==> src/rtl/ball_motion_ctl_pkg.sv <==
// Shared definitions for the ball-motion engine: FSM encoding, direction bit
// positions in btn/blocked, and velocity width derivation.
package ball_motion_ctl_pkg;

   typedef enum logic [1:0] {
      IDLE  = 2'd0,
      UPD_X = 2'd1,
      UPD_Y = 2'd2,
      DONE  = 2'd3
   } state_t;

   localparam int DIR_UP    = 0;
   localparam int DIR_DOWN  = 1;
   localparam int DIR_LEFT  = 2;
   localparam int DIR_RIGHT = 3;

   // Velocity carries 7 integer bits above the fraction (covers +/-V_MAX plus headroom).
   function automatic int v_width(input int frac_w);
      return frac_w + 7;
   endfunction

endpackage

==> src/rtl/ball_motion_ctl_if.sv <==
// Control/status bundle between the input blocks, the motion engine and the renderer.
interface ball_motion_ctl_if #(
   parameter int X_W   = 10,
   parameter int Y_W   = 9,
   parameter int ACC_W = 9
);
   logic             mode;
   logic             recenter;
   logic [3:0]       btn;
   logic [ACC_W-1:0] accel_x;
   logic [ACC_W-1:0] accel_y;
   logic [3:0]       blocked;
   logic [X_W-1:0]   x_out;
   logic [Y_W-1:0]   y_out;
   logic             upd;
   logic             moving;

   modport master (
      output mode, recenter, btn, accel_x, accel_y, blocked,
      input  x_out, y_out, upd, moving
   );

   modport slave (
      input  mode, recenter, btn, accel_x, accel_y, blocked,
      output x_out, y_out, upd, moving
   );
endinterface

==> src/rtl/axis_integrator.sv <==
// One axis of the fixed-point integrator: acceleration select, friction,
// velocity saturation and position clamping against walls and screen edges.
module axis_integrator
   import ball_motion_ctl_pkg::*;
#(
   parameter int P_W       = 10,
   parameter int MAX       = 319,
   parameter int START     = 8,
   parameter int ACC_W     = 9,
   parameter int ACC_ZERO  = 256,
   parameter int DEAD_ZONE = 16,
   parameter int ACC_SHIFT = 4,
   parameter int A_BTN     = 2,
   parameter int FRAC_W    = 4,
   parameter int V_MAX     = 48,
   localparam int V_W      = v_width(FRAC_W),
   localparam int PF_W     = P_W + FRAC_W
) (
   input  logic                    clk,
   input  logic                    reset,
   input  logic                    en,
   input  logic                    rcn,
   input  logic                    clr_v,
   input  logic                    mode,
   input  logic                    btn_pos,
   input  logic                    btn_neg,
   input  logic [ACC_W-1:0]        sample,
   input  logic                    blk_pos,
   input  logic                    blk_neg,
   output logic [PF_W-1:0]         p,
   output logic signed [V_W-1:0]   v
);

   localparam int EW = ((PF_W > V_W) ? PF_W : V_W) + 2;
   localparam logic signed [EW-1:0]    ZERO = '0;
   localparam logic signed [EW-1:0]    ONE  = EW'(1);
   localparam logic signed [EW-1:0]    VMX  = EW'(V_MAX);
   localparam logic signed [EW-1:0]    PMX  = EW'(MAX << FRAC_W);
   localparam logic signed [ACC_W:0]   DZ   = (ACC_W+1)'(DEAD_ZONE);
   localparam logic [PF_W-1:0]         P_ST = PF_W'(START << FRAC_W);

   logic signed [ACC_W:0]  d;
   logic signed [EW-1:0]   a, vb, vs, pc;
   logic [PF_W-1:0]        p_nx;
   logic signed [V_W-1:0]  v_nx;

   assign d = $signed({1'b0, sample}) - $signed((ACC_W+1)'(ACC_ZERO));

   always_comb begin
      a = ZERO;
      if (mode) begin
         if (!(d < DZ && d > -DZ))
            a = EW'(d >>> ACC_SHIFT);
      end else if (btn_pos && !btn_neg) begin
         a = EW'(A_BTN);
      end else if (btn_neg && !btn_pos) begin
         a = -EW'(A_BTN);
      end

      // Mode switch discards the old velocity before this update integrates.
      vb = clr_v ? ZERO : EW'(v);
      if (a != ZERO)     vs = vb + a;
      else if (vb > ZERO) vs = vb - ONE;
      else if (vb < ZERO) vs = vb + ONE;
      else               vs = vb;
      if (vs > VMX)       vs = VMX;
      else if (vs < -VMX) vs = -VMX;

      pc   = $signed(EW'(p)) + vs;
      p_nx = p;
      v_nx = V_W'(vs);
      if ((vs > ZERO && blk_pos) || (vs < ZERO && blk_neg)) begin
         v_nx = '0;
      end else if (pc < ZERO) begin
         p_nx = '0;
         v_nx = '0;
      end else if (pc > PMX) begin
         p_nx = PF_W'(PMX);
         v_nx = '0;
      end else begin
         p_nx = PF_W'(pc);
      end
   end

   always_ff @(posedge clk) begin
      if (reset || rcn) begin
         p <= P_ST;
         v <= '0;
      end else if (en) begin
         p <= p_nx;
         v <= v_nx;
      end
   end

endmodule

==> src/rtl/ball_motion_ctl.sv <==
// Ball-motion engine top: physics-tick prescaler, X-then-Y update FSM,
// control-mode latch, and the two axis integrators.
module ball_motion_ctl
   import ball_motion_ctl_pkg::*;
#(
   parameter int X_W       = 10,
   parameter int Y_W       = 9,
   parameter int X_MAX     = 319,
   parameter int Y_MAX     = 239,
   parameter int X_START   = 8,
   parameter int Y_START   = 8,
   parameter int ACC_W     = 9,
   parameter int ACC_ZERO  = 256,
   parameter int DEAD_ZONE = 16,
   parameter int ACC_SHIFT = 4,
   parameter int A_BTN     = 2,
   parameter int FRAC_W    = 4,
   parameter int V_MAX     = 48,
   parameter int TICK_DIV  = 1000000
) (
   input logic              clk,
   input logic              reset,
   ball_motion_ctl_if.slave bus
);

   localparam int V_W   = v_width(FRAC_W);
   localparam int CNT_W = (TICK_DIV > 1) ? $clog2(TICK_DIV) : 1;

   state_t               state_q, state_nx;
   logic [CNT_W-1:0]     cnt_q;
   logic                 tick, mode_q, clr_y_q, mode_chg, mode_ax;
   logic                 en_x, en_y, clr_x;
   logic [X_W+FRAC_W-1:0] p_x;
   logic [Y_W+FRAC_W-1:0] p_y;
   logic signed [V_W-1:0] v_x, v_y;

   assign tick = (cnt_q == CNT_W'(TICK_DIV - 1));

   always_ff @(posedge clk) begin
      if (reset)             state_q <= IDLE;
      else if (bus.recenter) state_q <= IDLE;
      else                   state_q <= state_nx;
   end

   always_comb begin
      state_nx = state_q;
      case (state_q)
         IDLE:    if (tick) state_nx = UPD_X;
         UPD_X:   state_nx = UPD_Y;
         UPD_Y:   state_nx = DONE;
         default: state_nx = IDLE;
      endcase
   end

   always_comb begin
      en_x    = (state_q == UPD_X);
      en_y    = (state_q == UPD_Y);
      bus.upd = (state_q == DONE) && !bus.recenter;
   end

   // Mode is captured in UPD_X; Y reuses the captured value and clear decision.
   assign mode_chg = (bus.mode != mode_q);
   assign clr_x    = en_x && mode_chg;
   assign mode_ax  = en_x ? bus.mode : mode_q;

   always_ff @(posedge clk) begin
      if (reset) begin
         cnt_q   <= '0;
         mode_q  <= 1'b0;
         clr_y_q <= 1'b0;
      end else begin
         cnt_q <= tick ? '0 : cnt_q + CNT_W'(1);
         if (en_x) begin
            mode_q  <= bus.mode;
            clr_y_q <= mode_chg;
         end
      end
   end

   axis_integrator #(
      .P_W(X_W), .MAX(X_MAX), .START(X_START), .ACC_W(ACC_W), .ACC_ZERO(ACC_ZERO),
      .DEAD_ZONE(DEAD_ZONE), .ACC_SHIFT(ACC_SHIFT), .A_BTN(A_BTN), .FRAC_W(FRAC_W),
      .V_MAX(V_MAX)
   ) u_ax (
      .clk(clk), .reset(reset), .en(en_x), .rcn(bus.recenter), .clr_v(clr_x),
      .mode(mode_ax), .btn_pos(bus.btn[DIR_RIGHT]), .btn_neg(bus.btn[DIR_LEFT]),
      .sample(bus.accel_x), .blk_pos(bus.blocked[DIR_RIGHT]),
      .blk_neg(bus.blocked[DIR_LEFT]), .p(p_x), .v(v_x)
   );

   axis_integrator #(
      .P_W(Y_W), .MAX(Y_MAX), .START(Y_START), .ACC_W(ACC_W), .ACC_ZERO(ACC_ZERO),
      .DEAD_ZONE(DEAD_ZONE), .ACC_SHIFT(ACC_SHIFT), .A_BTN(A_BTN), .FRAC_W(FRAC_W),
      .V_MAX(V_MAX)
   ) u_ay (
      .clk(clk), .reset(reset), .en(en_y), .rcn(bus.recenter), .clr_v(clr_y_q),
      .mode(mode_ax), .btn_pos(bus.btn[DIR_DOWN]), .btn_neg(bus.btn[DIR_UP]),
      .sample(bus.accel_y), .blk_pos(bus.blocked[DIR_DOWN]),
      .blk_neg(bus.blocked[DIR_UP]), .p(p_y), .v(v_y)
   );

   assign bus.x_out  = p_x[X_W+FRAC_W-1:FRAC_W];
   assign bus.y_out  = p_y[Y_W+FRAC_W-1:FRAC_W];
   assign bus.moving = (v_x != '0) || (v_y != '0);

endmodule

==> src/flat_wrapper.sv <==
// flat-port wrapper written by rule: the top's interface ports become plain ports
module ball_motion_ctl_flat import ball_motion_ctl_pkg::*;
#(
   parameter int X_W       = 10,
   parameter int Y_W       = 9,
   parameter int X_MAX     = 319,
   parameter int Y_MAX     = 239,
   parameter int X_START   = 8,
   parameter int Y_START   = 8,
   parameter int ACC_W     = 9,
   parameter int ACC_ZERO  = 256,
   parameter int DEAD_ZONE = 16,
   parameter int ACC_SHIFT = 4,
   parameter int A_BTN     = 2,
   parameter int FRAC_W    = 4,
   parameter int V_MAX     = 48,
   parameter int TICK_DIV  = 1000000
)
  (clk, reset, bus_mode, bus_recenter, bus_btn, bus_accel_x, bus_accel_y, bus_blocked, bus_x_out, bus_y_out, bus_upd, bus_moving);
  ball_motion_ctl_if #(.X_W(X_W), .Y_W(Y_W), .ACC_W(ACC_W)) bus_i ();
  input logic clk;
  input logic reset;
  input wire logic [$bits(bus_i.mode)-1:0] bus_mode;
  input wire logic [$bits(bus_i.recenter)-1:0] bus_recenter;
  input wire logic [$bits(bus_i.btn)-1:0] bus_btn;
  input wire logic [$bits(bus_i.accel_x)-1:0] bus_accel_x;
  input wire logic [$bits(bus_i.accel_y)-1:0] bus_accel_y;
  input wire logic [$bits(bus_i.blocked)-1:0] bus_blocked;
  output wire logic [$bits(bus_i.x_out)-1:0] bus_x_out;
  output wire logic [$bits(bus_i.y_out)-1:0] bus_y_out;
  output wire logic [$bits(bus_i.upd)-1:0] bus_upd;
  output wire logic [$bits(bus_i.moving)-1:0] bus_moving;
  assign bus_i.mode = bus_mode;
  assign bus_i.recenter = bus_recenter;
  assign bus_i.btn = bus_btn;
  assign bus_i.accel_x = bus_accel_x;
  assign bus_i.accel_y = bus_accel_y;
  assign bus_i.blocked = bus_blocked;
  assign bus_x_out = bus_i.x_out;
  assign bus_y_out = bus_i.y_out;
  assign bus_upd = bus_i.upd;
  assign bus_moving = bus_i.moving;
  ball_motion_ctl #(.X_W(X_W), .Y_W(Y_W), .X_MAX(X_MAX), .Y_MAX(Y_MAX), .X_START(X_START), .Y_START(Y_START), .ACC_W(ACC_W), .ACC_ZERO(ACC_ZERO), .DEAD_ZONE(DEAD_ZONE), .ACC_SHIFT(ACC_SHIFT), .A_BTN(A_BTN), .FRAC_W(FRAC_W), .V_MAX(V_MAX), .TICK_DIV(TICK_DIV)) u_core (.clk(clk), .reset(reset), .bus(bus_i));
endmodule
==> config.mk <==
export PLATFORM = sky130hd
export DESIGN_NAME = ball_motion_ctl_flat
export DESIGN_NICKNAME = d
export VERILOG_FILES = /design/src/rtl/ball_motion_ctl_pkg.sv /design/src/rtl/ball_motion_ctl_if.sv /design/src/rtl/axis_integrator.sv /design/src/rtl/ball_motion_ctl.sv /design/src/flat_wrapper.sv
export SDC_FILE = /design/constraint.sdc
export NUM_CORES = 1
export LEC_CHECK = 0
export ABC_AREA = 1
export BUFFER_PORTS_ARGS = -buffer_cell sky130_fd_sc_hd__buf_2
export CAP_MARGIN = 20
export CORE_MARGIN = 2
export CORE_UTILIZATION = 57
export CTS_BUF_LIST = sky130_fd_sc_hd__clkbuf_8
export DETAILED_ROUTE_END_ITERATION = 10
export HOLD_SLACK_MARGIN = 0.12
export PLACE_DENSITY_LB_ADDON = 0.08
export SYNTH_ARGS = -nofsm -noshare
export SYNTH_HDL_FRONTEND = slang
export SYNTH_HIERARCHICAL = 1
export SYNTH_SLANG_ARGS = --single-unit
export TNS_END_PERCENT = 20
==> constraint.sdc <==
create_clock -name clk -period 7.6 [get_ports clk]
set_input_delay 0 -clock clk [delete_from_list [all_inputs] [get_ports clk]]
set_output_delay 0 -clock clk [all_outputs]
set_load 0.02 [all_outputs]
==> results_dict.tcl <==
set metrics [dict create \
    switching_power_w 0.000392 \
    critPathSlowestCell "fa_1" \
    relSlewSlack 0.450 \
    critPathTopFamily "compound AO/OA/AOI/OAI gates" \
    synth_edf_count 0 \
    synth_most_common_cell "nand2_1" \
    power.density_nw_per_um2 115 \
    switching_share 0.366 \
    hold_depth 5 \
    comb_power_share 0.310 \
    hold_path.class "in -> reg" \
    dieArea_um2 16400 \
    setup_slack_ns 0.779 \
    hold_violations 0 \
    place_ws_ns 0.633 \
    fmaxAchievable_ghz 0.147 \
    yosys_warnings 6 \
    placementRows 45 \
    antenna_found_initial 0 \
    period_minus_slack_ns 6.82 \
    cp_common_cell "a21oi_1" \
    synth_area_um2 8780 \
    final_nets 1618 \
    vias_per_cell 5.34 \
    track_usage 0.281 \
    clock_latency_ns 0.38 \
    synth.area.top_cells "nand2_1 20%, dfxtp_1 17%, ha_1 9.1%" \
    ys_seq_elements 73 \
    timing.hold.ws_ns 0.314 \
    crit_path_start_kind "register" \
    wl_per_cell_um 13.2 \
    ios 51 \
    synth_top_family_by_area "simple AND/OR/NAND/NOR gates" \
    routabilityCongestion 0.949 \
    grt_pass1_vias 8261 \
    grt_setup_unrepaired "false" \
    r2r-start "u_core/state_q[1]$_SDFFE_PP0P_" \
    dp_hpwl_um 17800 \
    cts-root-buf "clkbuf_8" \
    firstDrtPassIters 8 \
    synth_compound_area_frac 0.121 \
    path_clk_slew_ns 0.08 \
    grt.busiest_layer "met2" \
    cts_tree "done" \
    met1_usage 0.366 \
    synthAdderAreaFrac 0.100 \
    syn_nets 1576 \
    fin_crit_sh 0.897 \
    outcome "complete, no violations" \
    finalClockSkew_ns 0.0164 \
    report.power.total_w 0.00107 \
    clk_path_buf_depth 2 \
    whs_endpoint "u_core/u_ax/p[7]$_SDFFE_PP1P_" \
    grt_overflow 0 \
    drive_above_1_share 0.143 \
    r2r_cells 38 \
    internal-power_w 0.000679 \
    place_area_um2 9050 \
    crit_path_max_fanout 13 \
    portBuffers 50 \
    reg2reg_slack_ns 0.78 \
    tightest_slew_ns 0.824 \
    end_kind "register" \
    fin_tns_setup_ns 0 \
    netlist_instances 1478 \
    cts.htree.levels 3 \
    coreArea_um2 15100 \
    antenna_left 0 \
    ys_types 51 \
    async_reset_ff_frac 0 \
    use_met3 0.0326 \
    cts.sink_count 73 \
    critPathArrivalTime_ns 7.13 \
    ys_top_cells_by_count "458 x nand2_1, 187 x nor2_1, 164 x inv_1" \
    ys.flop_type "dfxtp_1" \
    slowest_delay_ns 0.48 \
    synth_top_cell_area_share 0.196 \
    p_leak_nw 4.68 \
    start_util 0.580 \
    critPathBufInv 8 \
    pwr-share-seq 0.360 \
    grt_pass1_wl_um 38000 \
    dieWidth_um 128 \
    clockPowerShare 0.331 \
    wl_um 22700 \
    reg2reg_to "u_core/u_ax/v[2]$_SDFFE_PP0P_" \
    synth_top_cell_by_area "nand2_1" \
    nFillCells 1562 \
    use_met2 0.477 \
    stdcell_area_um2 9340 \
    maxCapViolCount 0 \
    setup_violations 0 \
    min-delay-start "bus_blocked[2]" \
    antenna_cells 0 \
    drc 0 \
    critical_path_required_ns 7.90 \
    syn2layout_area_growth_pct 6.41 \
    drt_iter0_drc 648 \
    path_class "reg -> reg" \
    slew_violations 0 \
    ys_seq_area_frac 0.166 \
    peakVddDrop_uv 88.0 \
    synthMuxAreaShare 0 \
    numCtsBuffers 9 \
    yosys.area_share.simple 0.465 \
    synth_xor_area_frac 0.0439 \
    fp.dieH_um 128 \
    grt_max_degree 26 \
    synth.avg_cell_area_um2 5.94 \
    vias 9136 \
]
[logic make-up after synthesis]
group                      after synthesis
AOI/OAI and AO/OA                      178
adders and majority gates               68
buffers and inverters                  207
DFF                                     73
and+or+nand+nor                        908
xor gates and xnor gates                44
[stage by stage]
stage                util  std cells
global route        0.617       1712
detailed placement  0.598       1692
CTS                 0.615       1711
finish              0.617       1712
global placement    0.598       1692
floorplan               -       1478
[per-layer routing]
layer  part of all wire  routed length [um]
met4              0.026                 600
met3              0.042                 955
met5                  0                   0
met1               0.48               10800
met2               0.45               10300
[sequential cells by signal (all words and copies together) (netlist names)]
name	flops
u_core/cnt_q	20
u_core/mode_q	1
u_core/u_ax/p	14
u_core/u_ay/v	11
u_core/u_ax/v	11
u_core/u_ay/p	13
u_core/clr_y_q	1
u_core/state_q	2
[what timing repair did]
item                                    4_1_cts  5_1_grt
resized for setup                             0        3
endpoints found under the setup margin        0       35
buffers inserted                              0        1
hold endpoints to repair                      5        0
hold buffers                                  4        0
[worst register-to-register path, delay by kind of cell, from the launching register on]
family | cells | cell delay, ns
buffers and inverters | 8 | 1.02
AO/OA/AOI/OAI | 9 | 1.95
adder cells (fa/ha/maj) | 5 | 1.74
AND/OR/NAND/NOR | 16 | 1.71
flip-flops | 1 | 0.34
[worst max-delay path by stage]
| stage | startpoint | to | slack (ns) | cells after the start |
|---|---|---|---|---|
| 2_1_floorplan | u_core/state_q[1]$_SDFFE_PP0P_ | u_core/u_ay/v[5]$_SDFFE_PP0P_ | 1.71 | 46 |
| 3_3_place_gp | u_core/state_q[1]$_SDFFE_PP0P_ | u_core/u_ax/v[2]$_SDFFE_PP0P_ | 0.72 | 37 |
| 3_5_place_dp | u_core/state_q[1]$_SDFFE_PP0P_ | u_core/u_ax/v[2]$_SDFFE_PP0P_ | 0.63 | 37 |
| 4_1_cts | u_core/state_q[1]$_SDFFE_PP0P_ | u_core/u_ax/v[2]$_SDFFE_PP0P_ | 0.62 | 37 |
| 5_1_grt | u_core/state_q[1]$_SDFFE_PP0P_ | u_core/u_ay/p[2]$_SDFFE_PP0P_ | 0.04 | 45 |
| 6_report | u_core/state_q[1]$_SDFFE_PP0P_ | u_core/u_ax/v[2]$_SDFFE_PP0P_ | 0.78 | 38 |
[layout by cell type (no fill, tap or decap), types with 5 or more instances in the layout]
cell type,synthesis,final
clkbuf_8,0,10
buf_2,3,50
inv_2,13,13
or2_2,6,6
nand3b_1,6,6
dfxtp_1,73,73
nand3_2,10,11
nor3_1,17,17
a21oi_1,84,83
nor2_2,26,26
ha_1,64,64
nor2_1,187,187
nand2_2,46,47
xor2_1,27,27
o21ai_1,9,9
nand2_1,458,457
nand3_1,102,101
xnor2_1,17,17
nor4_1,8,8
o211ai_1,5,5
o21ai_0,31,31
nor2_4,6,6
nand4_1,19,19
o21bai_1,5,5
inv_1,164,165
a21oi_2,22,23
nand2_4,12,12
[power by group through the flow]
stage	Sequential (W)	Combinational, W	Clock (W)
after floorplan	0.000394	0.000262	0
after global placement	0.000394	0.000324	0
after detailed placement	0.000394	0.000323	0
after CTS	0.000385	0.000326	0.000361
after global routing	0.000386	0.000371	0.000373
final	0.000385	0.000332	0.000354
[final cells by class]
type	count	area (um^2)	area share
multi-input combinational	1198	6420	0.687
sequential	73	1460	0.156
inverter	181	684	0.0733
timing repair buffer	57	325	0.0348
tap	188	235	0.0252
clock buffer	10	138	0.0147
clock inverter	5	81.3	0.00871
Power figures use the tool's default switching activity.
